**config.mk**
```make
export PLATFORM = sky130hd
export DESIGN_NAME = uart_tx_port
export DESIGN_NICKNAME = d
export VERILOG_FILES = /design/src/rtl/uart_tx_port.sv
export SDC_FILE = /design/constraint.sdc
export NUM_CORES = 1
export LEC_CHECK = 0
export BUFFER_PORTS_ARGS = -buffer_cell sky130_fd_sc_hd__buf_4
export CELL_PAD_IN_SITES_DETAIL_PLACEMENT = 1
export CELL_PAD_IN_SITES_GLOBAL_PLACEMENT = 1
export CORE_MARGIN = 1.5
export CORE_UTILIZATION = 45
export CTS_BUF_LIST = sky130_fd_sc_hd__clkbuf_4 sky130_fd_sc_hd__clkbuf_8
export CTS_CLUSTER_DIAMETER = 100
export CTS_CLUSTER_SIZE = 30
export DETAILED_ROUTE_END_ITERATION = 7
export PLACE_DENSITY = 0.77
export SYNTH_ARGS = -nofsm -noshare
export SYNTH_HDL_FRONTEND = slang
export SYNTH_SLANG_ARGS = --single-unit
export TNS_END_PERCENT = 30
```
**constraint.sdc**
```tcl
create_clock -name clk -period 6.55 [get_ports clk]
set_input_delay 0.9825 -clock clk [delete_from_list [all_inputs] [get_ports clk]]
set_output_delay 0.9825 -clock clk [all_outputs]
set_load 0.01 [all_outputs]
```
**src/rtl/uart_tx_port.sv**
```systemverilog
// Memory-mapped 8N1 serial output port: snoops core writes into a character FIFO,
// serializes them on tx_o and exposes a one-cycle-latency status word.
module uart_tx_port #(
   parameter int WORD_SIZE      = 20,
   parameter int CLOCKS_PER_BIT = 16,
   parameter int FIFO_DEPTH     = 8,
   parameter logic [WORD_SIZE-1:0] DATA_ADDR   = WORD_SIZE'('h3fff),
   parameter logic [WORD_SIZE-1:0] STATUS_ADDR = WORD_SIZE'('h3ffe)
) (
   input  logic                 clk,
   input  logic                 reset,
   input  logic [WORD_SIZE-1:0] addr_i,
   input  logic [WORD_SIZE-1:0] value_i,
   input  logic                 write_i,
   output logic [WORD_SIZE-1:0] status_o,
   output logic                 status_hit_o,
   output logic                 tx_o,
   output logic                 busy_o
);

   localparam int PTR_W = $clog2(FIFO_DEPTH);
   localparam int CNT_W = $clog2(FIFO_DEPTH + 1);
   localparam int BIT_W = $clog2(CLOCKS_PER_BIT);

   typedef enum logic [1:0] {IDLE, START, DATA, STOP} txState_t;

   logic [7:0]           mem_q [FIFO_DEPTH];
   logic [PTR_W-1:0]     wrPtr_q, rdPtr_q;
   logic [CNT_W-1:0]     count_q, count_d;
   logic                 overflow_q, overflow_d;
   txState_t             state_q, state_d;
   logic [BIT_W-1:0]     bitCnt_q, bitCnt_d;
   logic [2:0]           bitIdx_q, bitIdx_d;
   logic [7:0]           shift_q, shift_d;
   logic                 tx_q, tx_d;
   logic                 busy_q;
   logic [WORD_SIZE-1:0] status_q;
   logic                 statusHit_q;

   logic full, empty, pushReq, pushOk, clearReq, pop, lastTick, statusSel;
   logic [WORD_SIZE-1:0] statusWord;

   assign full      = (count_q == CNT_W'(FIFO_DEPTH));
   assign empty     = (count_q == '0);
   assign pushReq   = write_i && (addr_i == DATA_ADDR);
   assign pushOk    = pushReq && !full;
   assign statusSel = (addr_i == STATUS_ADDR);
   assign clearReq  = write_i && statusSel;
   assign lastTick  = (bitCnt_q == BIT_W'(CLOCKS_PER_BIT - 1));

   assign statusWord = WORD_SIZE'({4'(count_q), (state_q != IDLE), overflow_q, empty, full});

   // Pushes use the pre-edge count, so a same-edge pop never makes room for them.
   always_comb begin
      count_d = count_q;
      if (pushOk && !pop) begin
         count_d = count_q + CNT_W'(1);
      end else if (pop && !pushOk) begin
         count_d = count_q - CNT_W'(1);
      end
      overflow_d = overflow_q;
      if (pushReq && full) begin
         overflow_d = 1'b1;
      end else if (clearReq) begin
         overflow_d = 1'b0;
      end
   end

   always_comb begin
      state_d  = state_q;
      bitCnt_d = bitCnt_q;
      bitIdx_d = bitIdx_q;
      shift_d  = shift_q;
      tx_d     = tx_q;
      pop      = 1'b0;
      unique case (state_q)
         IDLE: begin
            tx_d = 1'b1;
            if (!empty) begin
               pop      = 1'b1;
               shift_d  = mem_q[rdPtr_q];
               bitCnt_d = '0;
               tx_d     = 1'b0;
               state_d  = START;
            end
         end
         START: begin
            if (lastTick) begin
               bitCnt_d = '0;
               bitIdx_d = 3'd0;
               tx_d     = shift_q[0];
               state_d  = DATA;
            end else begin
               bitCnt_d = bitCnt_q + BIT_W'(1);
            end
         end
         DATA: begin
            if (lastTick) begin
               bitCnt_d = '0;
               if (bitIdx_q == 3'd7) begin
                  tx_d    = 1'b1;
                  state_d = STOP;
               end else begin
                  bitIdx_d = bitIdx_q + 3'd1;
                  shift_d  = shift_q >> 1;
                  tx_d     = shift_q[1];
               end
            end else begin
               bitCnt_d = bitCnt_q + BIT_W'(1);
            end
         end
         STOP: begin
            if (lastTick) begin
               bitCnt_d = '0;
               // Chain straight into the next start bit so queued bytes leave no idle gap.
               if (!empty) begin
                  pop     = 1'b1;
                  shift_d = mem_q[rdPtr_q];
                  tx_d    = 1'b0;
                  state_d = START;
               end else begin
                  tx_d    = 1'b1;
                  state_d = IDLE;
               end
            end else begin
               bitCnt_d = bitCnt_q + BIT_W'(1);
            end
         end
         default: begin
            tx_d    = 1'b1;
            state_d = IDLE;
         end
      endcase
   end

   always_ff @(posedge clk) begin
      if (pushOk) begin
         mem_q[wrPtr_q] <= value_i[7:0];
      end
   end

   always_ff @(posedge clk) begin
      if (reset) begin
         wrPtr_q     <= '0;
         rdPtr_q     <= '0;
         count_q     <= '0;
         overflow_q  <= 1'b0;
         state_q     <= IDLE;
         bitCnt_q    <= '0;
         bitIdx_q    <= 3'd0;
         shift_q     <= 8'd0;
         tx_q        <= 1'b1;
         busy_q      <= 1'b0;
         status_q    <= '0;
         statusHit_q <= 1'b0;
      end else begin
         if (pushOk) wrPtr_q <= wrPtr_q + PTR_W'(1);
         if (pop)    rdPtr_q <= rdPtr_q + PTR_W'(1);
         count_q     <= count_d;
         overflow_q  <= overflow_d;
         state_q     <= state_d;
         bitCnt_q    <= bitCnt_d;
         bitIdx_q    <= bitIdx_d;
         shift_q     <= shift_d;
         tx_q        <= tx_d;
         busy_q      <= (state_d != IDLE) || (count_d != '0);
         statusHit_q <= statusSel;
         if (statusSel) status_q <= statusWord;
      end
   end

   assign tx_o         = tx_q;
   assign busy_o       = busy_q;
   assign status_o     = status_q;
   assign status_hit_o = statusHit_q;

endmodule

```
==> key figures <==
Detailed routing
  • Vias per cell: approximately 5.3
  • DRC: 0
  • Average wire per standard cell: between 15 and 20 um
  • Final ANT Viol Nets: 0
  • TritonRoute pass-1 iters: 4
  • Via count: ~2,800
  • Total Wirelength: 9250 um
  • DRT iter0 DRCs: roughly 110

Outcome
  • Outcome: completed

Timing
  • Max-Slew Margin vs Limit: 0.293
  • Final Setup Violations: 0
  • Max Freq: 327 MHz
  • Clock period minus worst slack: 3.06 ns
  • Setup TNS: 0 ns
  • RSZ-0062 raised after global routing: no
  • Clock Skews: 0.0146 ns
  • Period Utilization, post-route: 0.467
  • Actual slew at the worst max-slew pin: 1.06 ns
  • Final Max Tran Viols: 0
  • Final Hold Fails: 0

Worst setup path
  • WP buf/inv: 1
  • CP max stage delay: 0.70 ns
  • CP Capture Type: register
  • CP startpoint kind: input pin
  • RR Startpoint: count_q[0]
  • Crit path max fanout: 8
  • Crit. path cell count: 6
  • Crit path cell chain: buf_4 > nand4bb_4 > nor4_4 > and4_1 > nand2_1 > nor3b_2
  • Reg2Reg Depth: 7
  • CP arrival: approximately 3 ns
  • CP top delay family: simple AND/OR/NAND/NOR gates
  • Setup CP Type: in -> reg
  • Critical path's slowest cell: nor3b_2
  • CP startpoint: addr_i[14]
  • Worst EP required: 6.55 ns

GRT
  • Met1 Usage GRT: 0.218
  • Grt total ovfl: 0
  • Overall global routing resource usage: 0.174
  • Met3 global-route usage: 0.0299
  • GRT busiest layer: met2
  • Vias in the first global route: roughly 2,900
  • Largest net degree at the start of global routing: slightly above 40
  • Global-route wire length before repair: between 10,000 and 15,000 um
  • Initial antenna violation count: 0
  • Met2 Use GR: 0.314

Layout
  • Fill cell count: 1,031
  • Final net count: 441
  • Fraction of layout cells with a size suffix above 1: 0.238
  • Antenna diode count: 0
  • Core Util, Final: 0.530
  • Area Growth Syn to Fin: 13.0%

Pwr
  • Maximum VDD drop: 0.163 mV
  • Pleak: 1.86 nW
  • Power density over cell area: ~370 nW/um^2

CTS
  • CTS tree: done
  • Worst skew pair latency: 0.37 ns
  • Hold Buf Count CTS: 0
  • H-tree depth: 3
  • CTS max path bufs: 2
  • Clock transition at path regs: approximately 0.10 ns
  • Clock net sink count: 106
  • Num CTS Buffers: 9
  • Setup Fix Bufs, Post-CTS: 0
  • PostCTS Resize Cnt: 0
  • Root Driver: clkbuf_8

Run
  • Number of max-cap violations: 0

Floorplan
  • Die W: 105 um
  • I/O pin count: 66
  • Row cnt: 36
  • Die area: 11,000 sq um
  • Initial Util: 0.469
  • Die H: 105 um
  • Core area: slightly below 10,000 sq um

Synth
  • Yosys cell types: 52
  • Top cells by count, synth: edfxtp_1 (64), dfxtp_1 (42), nor2_1 (39), mux2i_1 (25), nand2_1 (25)
  • EDFF count, synth: 64
  • Synth top area share: 0.413
  • Most used DFF post-synth: edfxtp_1
  • Post-Syn Instances: about 350
  • Area leader, netlist: edfxtp_1
  • Syn Area/Cell: 13.4 sq um
  • Top-count cell post-synth: edfxtp_1
  • Post-synthesis sequential area ratio: 0.594
  • FF+latch count, synth: ~110
  • Synth warn: 0
  • Synthesized cell area: 4650 sq um
  • FFs w/ async S/R, synth: 0
  • Synth area leaders: edfxtp_1 (41%), dfxtp_1 (18%), mux4_2 (7.7%)

Placement
  • Routability cong.: 0.748
  • DP HPWL: 6400 um
  • I/O Buffers: 41

Worst hold path
  • Hold_sp: bitIdx_q[2]
  • Worst Hold Depth: 2
  • HP Class: reg -> reg
## tightest hold or removal path, cell delays in order, from the launching register on
cell and delay (ns):
dfxtp_1 0.33, nand2_1 0.06, a21oi_1 0.05
## per-layer routing
metal | share of wire | vias to the layer above
li1 | - | 1337
met1 | 0.44 | 1408
met2 | 0.52 | 47
met3 | 0.022 | 8
met4 | 0.010 | 0
met5 | 0 | -
## power breakdown
group	internal (mW)	total, mW	switching [mW]
sequential	0.765	0.849	0.0835
combinational	0.318	0.673	0.355
clock	0.157	0.414	0.257
## area by class of cell
cell class	count	area [sq um]	area share
sequential	106	2760	0.526
clock buffer	9	124	0.0236
timing repair buffer	46	345	0.0657
inverter	5	18.8	0.00357
tap	133	166	0.0317
clock inverter	7	86.3	0.0164
multi-input combinational	218	1750	0.333
## kinds of logic after synthesis
logic type | after synthesis | share of synthesized area
flip-flops | 106 | 0.594
AND/OR/NAND/NOR | 105 | 0.126
buffers and inverters | 34 | 0.0406
multiplexers | 41 | 0.131
XOR/XNOR | 8 | 0.0167
other | 1 | 0.000806
AO/OA/AOI/OAI | 39 | 0.0562
adder cells (fa/ha/maj) | 13 | 0.0344
## path summary, 6_finish.rpt
check,end,slack (ns)
setup / recovery,mem_q[5][0],3.49
hold / removal,bitIdx_q[2],0.47
setup reg to reg,mem_q[5][0],3.58
hold reg to reg,bitIdx_q[2],0.47
## metrics by stage
stage / setup slack (ns) / cells / hold slack [ns] / power (mW) / cell area (sq um)
after floorplan: 3.38 / 358 / 0.436 / 1.40 / 4690
after global placement: 3.16 / 508 / 0.443 / 1.51 / 5040
after detailed placement: 3.07 / 508 / 0.457 / 1.54 / 5040
after CTS: 3.47 / 524 / 0.477 / 1.96 / 5260
after global routing: 3.37 / 524 / 0.499 / 2.05 / 5260
final: 3.49 / 524 / 0.472 / 1.94 / 5260
## state kept, by name, summed over array words and instances, names as in the netlist, named ones only
name / flops
mem_q: 64
shift_q: 8
status_o: 8
bitCnt_q: 4
count_q: 4
bitIdx_q: 3
rdPtr_q: 3
wrPtr_q: 3
state_q: 2
busy_o: 1
overflow_q: 1
status_hit_o: 1
tx_o: 1
## cells in the final DEF (no fill, tap or decap), drive strengths merged, types with 2 or more instances in the layout
cell type	instances
o21bai	2
nand4	5
a21oi	15
ha	12
mux4	16
xnor2	5
a211oi	3
clkinv	2
nand2	25
nand3	3
nor3	7
nor4	4
o21ai	10
nor2	40
nor4b	2
conb	12
nor3b	6
buf	46
a41oi	2
dfxtp	42
clkbuf	9
inv	10
mux2i	25
xor2	3
and3	3
edfxtp	64
No activity file was read; power rests on OpenSTA's default activity.
